$ cat config.mk
export PLATFORM = sky130hd
export DESIGN_NAME = partition_sweep_meter_flat
export DESIGN_NICKNAME = d
export VERILOG_FILES = /design/src/rtl/partition_sweep_meter_if.sv /design/src/rtl/partition_sweep_meter.sv /design/src/flat_wrapper.sv
export SDC_FILE = /design/constraint.sdc
export NUM_CORES = 1
export LEC_CHECK = 0
export CAP_MARGIN = 40
export CELL_PAD_IN_SITES_DETAIL_PLACEMENT = 1
export CELL_PAD_IN_SITES_GLOBAL_PLACEMENT = 2
export CORE_MARGIN = 2
export CORE_UTILIZATION = 33
export DETAILED_ROUTE_END_ITERATION = 7
export PLACE_DENSITY = 0.79
export SYNTH_ARGS = -nofsm -noshare
export SYNTH_HDL_FRONTEND = slang
export SYNTH_SLANG_ARGS = --single-unit
$ cat constraint.sdc
create_clock -name clk -period 3.9 [get_ports clk]
set_input_delay 0.78 -clock clk [delete_from_list [all_inputs] [get_ports clk]]
set_output_delay 0.78 -clock clk [all_outputs]
set_load 0.05 [all_outputs]
$ cat src/rtl/partition_sweep_meter_if.sv
// Signal bundle between the sweep meter and the partition pair it measures.
// The master side is the meter; the slave side supplies start and the two partition responses.
interface partition_sweep_meter_if #(
  parameter int IN_W  = 7,
  parameter int OUT_W = 4
);
  localparam int MM_W = IN_W + 1;
  localparam int BE_W = IN_W + $clog2(OUT_W) + 1;
  localparam int SA_W = IN_W + OUT_W;

  logic              start;
  logic [IN_W-1:0]   pi_out;
  logic [OUT_W-1:0]  po_exact;
  logic [OUT_W-1:0]  po_approx;
  logic              busy;
  logic              done;
  logic [MM_W-1:0]   mismatch_cnt;
  logic [BE_W-1:0]   bit_err_cnt;
  logic [OUT_W-1:0]  max_abs_err;
  logic [SA_W-1:0]   sum_abs_err;

  modport master (
    input  start, po_exact, po_approx,
    output pi_out, busy, done, mismatch_cnt, bit_err_cnt, max_abs_err, sum_abs_err
  );

  modport slave (
    output start, po_exact, po_approx,
    input  pi_out, busy, done, mismatch_cnt, bit_err_cnt, max_abs_err, sum_abs_err
  );
endinterface

$ cat src/rtl/partition_sweep_meter.sv
// Exhaustively sweeps a partition input space and accumulates error metrics between an exact
// and an approximate implementation driven by the same vector, through a two-stage pipeline.
module partition_sweep_meter #(
  parameter int IN_W  = 7,
  parameter int OUT_W = 4
) (
  input logic                      clk,
  input logic                      rst,
  partition_sweep_meter_if.master  bus
);
  localparam int MM_W = IN_W + 1;
  localparam int BE_W = IN_W + $clog2(OUT_W) + 1;
  localparam int SA_W = IN_W + OUT_W;
  localparam int PC_W = $clog2(OUT_W + 1);

  localparam logic [1:0] S_IDLE  = 2'd0;
  localparam logic [1:0] S_SWEEP = 2'd1;
  localparam logic [1:0] S_DRAIN = 2'd2;
  localparam logic [1:0] S_DONE  = 2'd3;

  logic [1:0]       state_q,      state_d;
  logic [IN_W-1:0]  pi_q,         pi_d;
  logic [OUT_W-1:0] cmp_exact_q,  cmp_exact_d;
  logic [OUT_W-1:0] cmp_approx_q, cmp_approx_d;
  logic             cmp_vld_q,    cmp_vld_d;
  logic [MM_W-1:0]  mm_q,         mm_d;
  logic [BE_W-1:0]  be_q,         be_d;
  logic [OUT_W-1:0] max_q,        max_d;
  logic [SA_W-1:0]  sum_q,        sum_d;

  logic [OUT_W:0]   diff_wide;
  logic [OUT_W:0]   abs_wide;
  logic [OUT_W-1:0] abs_err;
  logic [OUT_W-1:0] xor_bits;
  logic [PC_W-1:0]  pop_cnt;

  // Stage 2: metrics of the pair held in the compare register.
  always_comb begin
    diff_wide = {1'b0, cmp_exact_q} - {1'b0, cmp_approx_q};
    abs_wide  = diff_wide[OUT_W] ? -diff_wide : diff_wide;
    // |a-b| of two OUT_W-bit unsigned values always fits in OUT_W bits.
    abs_err   = abs_wide[OUT_W-1:0];
    xor_bits  = cmp_exact_q ^ cmp_approx_q;
    pop_cnt   = '0;
    for (int i = 0; i < OUT_W; i++) begin
      pop_cnt = pop_cnt + PC_W'(xor_bits[i]);
    end
  end

  always_comb begin
    // NOTE: every _d gets a hold default first so no path through the case infers a latch.
    state_d      = state_q;
    pi_d         = pi_q;
    cmp_exact_d  = cmp_exact_q;
    cmp_approx_d = cmp_approx_q;
    cmp_vld_d    = cmp_vld_q;
    mm_d         = mm_q;
    be_d         = be_q;
    max_d        = max_q;
    sum_d        = sum_q;

    if (cmp_vld_q) begin
      mm_d  = mm_q + MM_W'(xor_bits != '0);
      be_d  = be_q + BE_W'(pop_cnt);
      sum_d = sum_q + SA_W'(abs_err);
      max_d = (abs_err > max_q) ? abs_err : max_q;
    end

    case (state_q)
      S_IDLE, S_DONE: begin
        if (bus.start) begin
          state_d      = S_SWEEP;
          pi_d         = '0;
          cmp_exact_d  = '0;
          cmp_approx_d = '0;
          cmp_vld_d    = 1'b0;
          mm_d         = '0;
          be_d         = '0;
          max_d        = '0;
          sum_d        = '0;
        end
      end
      S_SWEEP: begin
        cmp_exact_d  = bus.po_exact;
        cmp_approx_d = bus.po_approx;
        cmp_vld_d    = 1'b1;
        // The last vector rolls pi over to zero, where it stays until the next start.
        pi_d         = pi_q + IN_W'(1);
        if (pi_q == '1) begin
          state_d = S_DRAIN;
        end
      end
      S_DRAIN: begin
        cmp_vld_d = 1'b0;
        state_d   = S_DONE;
      end
      default: state_d = S_IDLE;
    endcase
  end

  // NOTE: sequential state uses non-blocking assignments so every flop samples pre-edge values.
  always_ff @(posedge clk or posedge rst) begin
    if (rst) begin
      state_q      <= S_IDLE;
      pi_q         <= '0;
      cmp_exact_q  <= '0;
      cmp_approx_q <= '0;
      cmp_vld_q    <= 1'b0;
      mm_q         <= '0;
      be_q         <= '0;
      max_q        <= '0;
      sum_q        <= '0;
    end else begin
      state_q      <= state_d;
      pi_q         <= pi_d;
      cmp_exact_q  <= cmp_exact_d;
      cmp_approx_q <= cmp_approx_d;
      cmp_vld_q    <= cmp_vld_d;
      mm_q         <= mm_d;
      be_q         <= be_d;
      max_q        <= max_d;
      sum_q        <= sum_d;
    end
  end

  assign bus.pi_out       = pi_q;
  assign bus.busy         = (state_q == S_SWEEP) || (state_q == S_DRAIN);
  assign bus.done         = (state_q == S_DONE);
  assign bus.mismatch_cnt = mm_q;
  assign bus.bit_err_cnt  = be_q;
  assign bus.max_abs_err  = max_q;
  assign bus.sum_abs_err  = sum_q;
endmodule
$ cat src/flat_wrapper.sv
// flat-port wrapper written by rule: the top's interface ports become plain ports
module partition_sweep_meter_flat 
#(
  parameter int IN_W  = 7,
  parameter int OUT_W = 4
)
  (clk, rst, bus_start, bus_po_exact, bus_po_approx, bus_pi_out, bus_busy, bus_done, bus_mismatch_cnt, bus_bit_err_cnt, bus_max_abs_err, bus_sum_abs_err);
  partition_sweep_meter_if #(.IN_W(IN_W), .OUT_W(OUT_W)) bus_i ();
  input logic clk;
  input logic rst;
  input wire logic [$bits(bus_i.start)-1:0] bus_start;
  input wire logic [$bits(bus_i.po_exact)-1:0] bus_po_exact;
  input wire logic [$bits(bus_i.po_approx)-1:0] bus_po_approx;
  output wire logic [$bits(bus_i.pi_out)-1:0] bus_pi_out;
  output wire logic [$bits(bus_i.busy)-1:0] bus_busy;
  output wire logic [$bits(bus_i.done)-1:0] bus_done;
  output wire logic [$bits(bus_i.mismatch_cnt)-1:0] bus_mismatch_cnt;
  output wire logic [$bits(bus_i.bit_err_cnt)-1:0] bus_bit_err_cnt;
  output wire logic [$bits(bus_i.max_abs_err)-1:0] bus_max_abs_err;
  output wire logic [$bits(bus_i.sum_abs_err)-1:0] bus_sum_abs_err;
  assign bus_i.start = bus_start;
  assign bus_i.po_exact = bus_po_exact;
  assign bus_i.po_approx = bus_po_approx;
  assign bus_pi_out = bus_i.pi_out;
  assign bus_busy = bus_i.busy;
  assign bus_done = bus_i.done;
  assign bus_mismatch_cnt = bus_i.mismatch_cnt;
  assign bus_bit_err_cnt = bus_i.bit_err_cnt;
  assign bus_max_abs_err = bus_i.max_abs_err;
  assign bus_sum_abs_err = bus_i.sum_abs_err;
  partition_sweep_meter #(.IN_W(IN_W), .OUT_W(OUT_W)) u_core (.clk(clk), .rst(rst), .bus(bus_i));
endmodule
==> flow_metrics.py, run 1 <==
metrics = {
    "clocking": {
        "clkTransAtPathRegs_ps": 100,
        "post_cts_buffers": 0,
        "clockBufferDepth": 2,
        "holdBufCountCts": 0,
        "cts-resized-gates": 0,
        "tritoncts": "built",
        "clk_latency_ps": 310,
        "root_buffer": "clkbuf_8",
        "clock_sinks": 51,
        "cts-buffers-inserted": 5,
        "htreeDepth": 2,
    },
    "routing": {
        "drt-initial-drc-count": 46,
        "drc": 0,
        "ant_nets": 0,
        "vias_per_cell": 4.91,
        "met3_length_um": 142,
        "vias": 2204,
        "wl_per_cell_um": 14.9,
        "top_layer": "met4",
        "met2_length_um": 3280,
        "dr.pass1.iters": 4,
        "detail_route.wirelength_um": 6690,
        "wl_met1_um": 3170,
    },
    "sta": {
        "rsz0062_at_grt": "no",
        "finalCritPeriodShare_pct": 82.7,
        "worst_slew_pin_slew_ps": 582,
        "period_needed_ps": 3230,
        "finalSetupViolCount": 0,
        "skew_ps": 13.9,
        "final_max_slew_viol_count": 0,
        "setup_tns_ps": 0,
        "max_slew_margin_pct": 61.1,
        "max_freq_ghz": 0.310,
        "final_hold_viol_count": 0,
    },
    "setup_path": {
        "path_class": "flip-flop to flip-flop",
        "regToRegStartpoint": "u_core.cmp_exact_q[0]",
        "worst_ep_arrival_time_ps": 3410,
        "end_kind": "flip-flop",
        "reg2regPathDepth": 14,
        "cp-startpoint": "u_core.cmp_exact_q[0]",
        "cp-start-kind": "flip-flop",
        "endpoint": "u_core.bus.sum_abs_err[10]",
        "worstPathRequired_ps": 4080,
        "timing.rr.end": "u_core.bus.sum_abs_err[10]",
        "ff2ff_setup_slack_ps": 670,
        "cp_max_fo": 4,
    },
    "placed_design": {
        "place_congestion": 0.752,
        "dpl.hpwl_um": 5050,
        "portBuffers": 52,
        "dpl_cell_area_um2": 3540,
    },
    "synthesis": {
        "yosys_warnings": 0,
        "synth_fa_ha_area_share_pct": 13.5,
        "synthesis.area_per_instance_um2": 10.1,
        "synth_top_family_by_area": "compound AO/OA/AOI/OAI gates",
        "synthMuxAreaShare_pct": 3.19,
        "syn_area_um2": 2900,
        "synth_xor_area_share_pct": 6.95,
        "synth_seq_area_share_pct": 44.0,
        "yosysUniqueCellTypes": 41,
        "synth_compound_area_share_pct": 14.6,
        "ys_ff_latch": 51,
        "synthSimpleGateAreaFrac_pct": 13.0,
        "synth_fp_nets": 326,
        "syn_inst": 286,
    },
    "floorplanning": {
        "io_pins": 53,
        "dieHeight_um": 97.8,
        "fp.dieW_um": 97.8,
        "die-area_um2": 9560,
        "start_util_pct": 33.6,
        "core_um2": 8640,
        "rows": 34,
    },
    "finish": {
        "antenna_cells": 0,
        "fin_nets": 380,
        "num-fill-cells": 969,
        "syn2layout_area_growth_pct": 26.7,
        "design_area_um2": 3680,
        "layout-drive-gt1-share_pct": 6.45,
    },
    "global_route": {
        "grt_max_degree": 33,
        "globalRouteOverflowTotal": 0,
        "grt_pass1_vias": 2415,
        "grt_pass1_wl_um": 11700,
        "antenna_found_initial": 0,
        "grt.total_usage_pct": 15.0,
    },
    "hold_path": {
        "worstHoldPathType": "flip-flop to flip-flop",
        "hp-start": "u_core.cmp_approx_q[1]",
    },
    "flow_run": {
        "maxCapViolations": 0,
    },
    "outcome": {
        "status": "complete, no violations",
    },
}
[worst max-delay path: stages (launching register included)]
cell,delay (ps)
dfrtp_1,400
inv_1,60
ha_1,130
inv_1,60
fa_1,410
a21o_1,200
a21oi_1,200
mux2_2,230
inv_2,60
fa_1,400
and2b_1,250
o21ai_2,100
a2111oi_2,390
xnor2_1,160
nor2_1,50
[worst min-delay path by stage]
stage	endpoint	slack, ps	depth (start not counted)
floorplan	u_core.cmp_approx_q[3]	470	1
global placement	u_core.cmp_approx_q[2]	490	1
detailed placement	u_core.cmp_exact_q[0]	490	1
CTS	u_core.cmp_approx_q[1]	520	1
global route	u_core.cmp_approx_q[2]	550	1
finish	u_core.cmp_approx_q[1]	520	1
[sequential cells by signal, summed over array words and instances (netlist names)]
name,count
u_core.bus.sum_abs_err,11
u_core.bus.bit_err_cnt,10
u_core.bus.mismatch_cnt,8
u_core.bus.pi_out,7
u_core.bus.max_abs_err,4
u_core.cmp_approx_q,4
u_core.cmp_exact_q,4
u_core.state_q,2
u_core.cmp_vld_q,1
[synth_stat cells]
master / n / area (um2)
a21o_4: 1 / 15.0
dfrtp_1: 51 / 1280
or4_1: 1 / 7.51
mux2_2: 2 / 22.5
and2_1: 3 / 18.8
nand4_1: 5 / 31.3
inv_1: 26 / 97.6
fa_1: 4 / 80.1
xnor2_1: 11 / 96.3
o31ai_1: 2 / 15.0
a21oi_1: 13 / 65.1
buf_1: 1 / 3.75
o22ai_1: 1 / 6.26
a31oi_1: 2 / 12.5
a211oi_2: 1 / 12.5
a21oi_2: 1 / 8.76
o21ai_0: 13 / 65.1
o221a_2: 1 / 11.3
mux2i_1: 7 / 70.1
or3_1: 3 / 18.8
buf_2: 4 / 20.0
o21ai_2: 1 / 8.76
a2111oi_2: 1 / 15.0
clkbuf_1: 3 / 11.3
xor2_1: 12 / 105
a211oi_1: 4 / 30.0
a21oi_4: 1 / 16.3
nand2b_1: 1 / 6.26
a21o_1: 6 / 45.0
and4_1: 1 / 8.76
ha_1: 25 / 313
inv_2: 1 / 3.75
nor2b_1: 1 / 6.26
a21bo_2: 1 / 10.0
nor3_1: 1 / 5.00
a22o_1: 10 / 87.6
and3_1: 6 / 37.5
nand3_1: 9 / 45.0
nand2_1: 14 / 52.6
nor2_1: 33 / 124
and2b_1: 2 / 15.0
[cells by family (layout without fill, tap and decap cells)]
family                   after synthesis  after routing
buffers and inverters                 35             90
adder cells (fa/ha/maj)               29             29
flip-flops                            51             51
AND/OR/NAND/NOR                       80             80
XOR/XNOR                              23             23
AO/OA/AOI/OAI                         59             59
multiplexers                           9              9
[per-layer routing]
layer  up-vias  track usage [%]
met4         0             4.81
met3         5             2.08
met5         -                0
li1       1087                -
met1      1086             19.6
met2        26             25.8
[placed cells by master (no fill, tap or decap), types with 2 or more instances in the layout]
cell and n:
a21oi_1 13, a21o_1 6, a211oi_1 4, nor2_1 33, fa_1 4, xor2_1 12
and2_1 3, clkdlybuf4s50_1 52, nand4_1 5, bufinv_16 2, or3_1 3, mux2_2 2
o31ai_1 2, xnor2_1 11, buf_4 3, o21ai_0 13, a22o_1 10, a31oi_1 2
and3_1 6, nand2_1 14, ha_1 25, dfrtp_1 51, and2b_1 2, clkbuf_8 5
nand3_1 9, inv_2 2, inv_1 25, mux2i_1 7
[final cells by class]
cell class	instances	area, um2	share of cell area (%)
well taps	108	135	3.68
flip-flops and latches	51	1280	34.7
repair buffers	55	543	14.8
multi-input cells	200	1490	40.5
clock inverters	2	60.1	1.63
inverters	27	101	2.76
clock buffers	6	72.6	1.97
[stage by stage]
stage	setup WS, ps	std cells	hold slack [ps]	utilization [%]
after floorplan	937	286	473	-
after global placement	752	441	489	41.0
after detailed placement	688	441	491	41.0
after CTS	643	449	522	42.6
after global routing	442	449	546	42.6
final	674	449	517	42.6
Power of run 1 is left out: the tool's default activity adds up to more than one toggle a clock period on the data nets, which glitch-free logic cannot reach.
==> run 2: changes to the inputs <==
--- a/config.mk
+++ b/config.mk
@@ -9,9 +9,9 @@
 export CELL_PAD_IN_SITES_DETAIL_PLACEMENT = 1
 export CELL_PAD_IN_SITES_GLOBAL_PLACEMENT = 2
 export CORE_MARGIN = 2
-export CORE_UTILIZATION = 33
+export CORE_UTILIZATION = 30
 export DETAILED_ROUTE_END_ITERATION = 7
-export PLACE_DENSITY = 0.79
+export PLACE_DENSITY = 0.75
 export SYNTH_ARGS = -nofsm -noshare
 export SYNTH_HDL_FRONTEND = slang
 export SYNTH_SLANG_ARGS = --single-unit
==> constraint.sdc (replaced) <==
create_clock -name clk -period 2.6 [get_ports clk]
set_input_delay 0.52 -clock clk [delete_from_list [all_inputs] [get_ports clk]]
set_output_delay 0.52 -clock clk [all_outputs]
set_load 0.05 [all_outputs]
==> run 2 against run 1 <==
Routed wire length is 9.8% higher. Non-clock buffer count rose by 36. Via count rose by 7.8%. Sequential share of layout area is 5.0 points lower. Cell area grew 17%. The flow now finishes with violations (setup timing). Maximum frequency rose by 6.6%. Critical endpoint is now u_core.bus.sum_abs_err[9]. Clock skew down 2.3 ps. Clock-buffer cell count is the same. First-iteration DRC count up 11%.
==> flow_metrics.py, run 2 (synthesis gave the netlist of run 1 again) <==
metrics = {
    "outcome": {
        "status": "complete, but fails checks",
        "violations": "setup timing",
    },
    "sta": {
        "final_hold_viol_count": 0,
        "worst_slack_ps": -427,
        "max_slew_margin_pct": 61.0,
        "finalCritPeriodShare_pct": 116,
        "period_needed_ps": 3030,
        "max_freq_ghz": 0.330,
        "rsz0062_at_grt": "yes",
        "final_max_slew_viol_count": 0,
        "finalSetupViolCount": 21,
        "skew_ps": 11.6,
        "worst_slew_pin_slew_ps": 585,
    },
    "finish": {
        "design_area_um2": 4290,
        "final_cell_mix": "clkdlybuf4s50_1, dfrtp_1, buf_4",
        "syn2layout_area_growth_pct": 48.1,
        "fin_nets": 416,
        "final_common_cell": "clkdlybuf4s50_1",
        "layout-drive-gt1-share_pct": 29.2,
        "num-fill-cells": 1050,
        "largest_reg_flops": 11,
        "antenna_cells": 0,
    },
    "floorplanning": {
        "fp.dieW_um": 102,
        "start_util_pct": 31.1,
        "core_um2": 9330,
        "rows": 35,
        "dieHeight_um": 102,
        "io_pins": 53,
        "die-area_um2": 10500,
    },
    "hold_path": {
        "worstHoldPathType": "flip-flop to flip-flop",
        "hp-start": "u_core.cmp_approx_q[3]",
        "hold_path_depth": 1,
        "min_to": "u_core.cmp_approx_q[3]",
    },
    "global_route": {
        "grt_max_degree": 33,
        "globalRouteOverflowTotal": 0,
        "grt_pass1_vias": 2522,
        "antenna_found_initial": 0,
        "grt.total_usage_pct": 15.0,
        "grt_pass1_wl_um": 12300,
    },
    "clocking": {
        "clockBufferDepth": 2,
        "cts-buffers-inserted": 5,
        "clkTransAtPathRegs_ps": 100,
        "htreeDepth": 2,
        "holdBufCountCts": 0,
        "clock_sinks": 51,
        "clk_latency_ps": 310,
        "root_buffer": "clkbuf_8",
        "tritoncts": "built",
    },
    "routing": {
        "ant_nets": 0,
        "vias_per_cell": 4.70,
        "vias": 2376,
        "dr.pass1.iters": 4,
        "drt-initial-drc-count": 51,
        "detail_route.wirelength_um": 7340,
        "wl_per_cell_um": 14.5,
        "drc": 0,
    },
    "flow_run": {
        "maxCapViolations": 0,
    },
    "placed_design": {
        "portBuffers": 52,
        "dpl_cell_area_um2": 3750,
        "dpl.hpwl_um": 5120,
        "place_congestion": 0.786,
    },
    "setup_path": {
        "path_class": "flip-flop to flip-flop",
        "cp-start-kind": "flip-flop",
        "worstPathRequired_ps": 2850,
        "crit_chain": "inv_2 > ha_4 > inv_2 > fa_2 > inv_2 > ha_4 > mux2_4 > ha_1 > a21o_1 > a21o_4 > a21oi_4 > or4_1 > a21oi_2",
        "worst_ep_arrival_time_ps": 3280,
        "cp_slowest_cell": "fa_2",
        "ff2ff_setup_slack_ps": -430,
        "end_kind": "flip-flop",
        "cp_max_fo": 6,
        "cpMostUsedCell": "inv_2",
        "regToRegStartpoint": "u_core.cmp_exact_q[0]",
        "reg2regPathDepth": 13,
        "timing.rr.end": "u_core.bus.sum_abs_err[9]",
        "slowest_delay_ps": 530,
    },
}
==> run 2: cell types whose count changed in the layout (fill, tap and decap cells not counted), sizes merged <==
cell           delta
clkdlybuf4s50     -1
clkinv            +1
clkinvlp          +1
buf              +37
bufinv            -2
==> run 2: per-layer routing <==
layer	global-route usage, %	wire length [um]	up-vias
met5	0	0	-
met4	3.69	86	0
met3	3.08	240	8
met2	25.8	3640	32
met1	19.4	3380	1180
li1	-	-	1156
==> run 2: worst max path at each step <==
stage,startpoint,endpoint,slack [ps]
detailed placement,u_core.cmp_exact_q[0],u_core.bus.sum_abs_err[10],-490
floorplan,u_core.cmp_approx_q[0],u_core.bus.sum_abs_err[9],-300
global route,u_core.cmp_exact_q[0],u_core.bus.sum_abs_err[9],-530
global placement,u_core.cmp_exact_q[0],u_core.bus.sum_abs_err[10],-420
CTS,u_core.cmp_exact_q[0],u_core.bus.sum_abs_err[8],-420
finish,u_core.cmp_exact_q[0],u_core.bus.sum_abs_err[9],-430
==> run 2: repair_timing <==
item | in CTS | in global routing
pin swaps | 31 | 22
resized for setup | 45 | 20
setup endpoints to repair | 23 | 23
setup buffers | 9 | 7
hold endpoints to repair | 0 | 0
==> run 2: through the flow <==
step / instances / setup slack, ps / setup TNS, ps / util, % / hold slack (ps)
after floorplan: 286 / -300 / -3330 / - / 473
after detailed placement: 482 / -493 / -7310 / 40.2 / 498
after global placement: 482 / -422 / -6030 / 40.2 / 488
after CTS: 499 / -419 / -4900 / 44.1 / 523
after global routing: 506 / -532 / -7840 / 46.0 / 548
final: 506 / -427 / -5380 / 46.0 / 518
==> run 2: final cells by class <==
cell class	instances	area [um2]	share of cell area, %
clock buffer	6	72.6	1.69
clock inverter	2	12.5	0.291
inverter	27	104	2.42
multi-input combinational	200	1830	42.6
sequential	51	1280	29.7
tap	129	161	3.76
timing repair buffer	91	838	19.5
==> run 2: worst max-delay path, delay by kind of cell (launching register included) <==
kind,cells,cell delay [ps]
compound gates,4,470
fa+ha+maj,4,1140
buf+inv,3,160
flops,1,390
mux,1,280
simple gates,1,530
Power of run 2 is left out for the same reason.
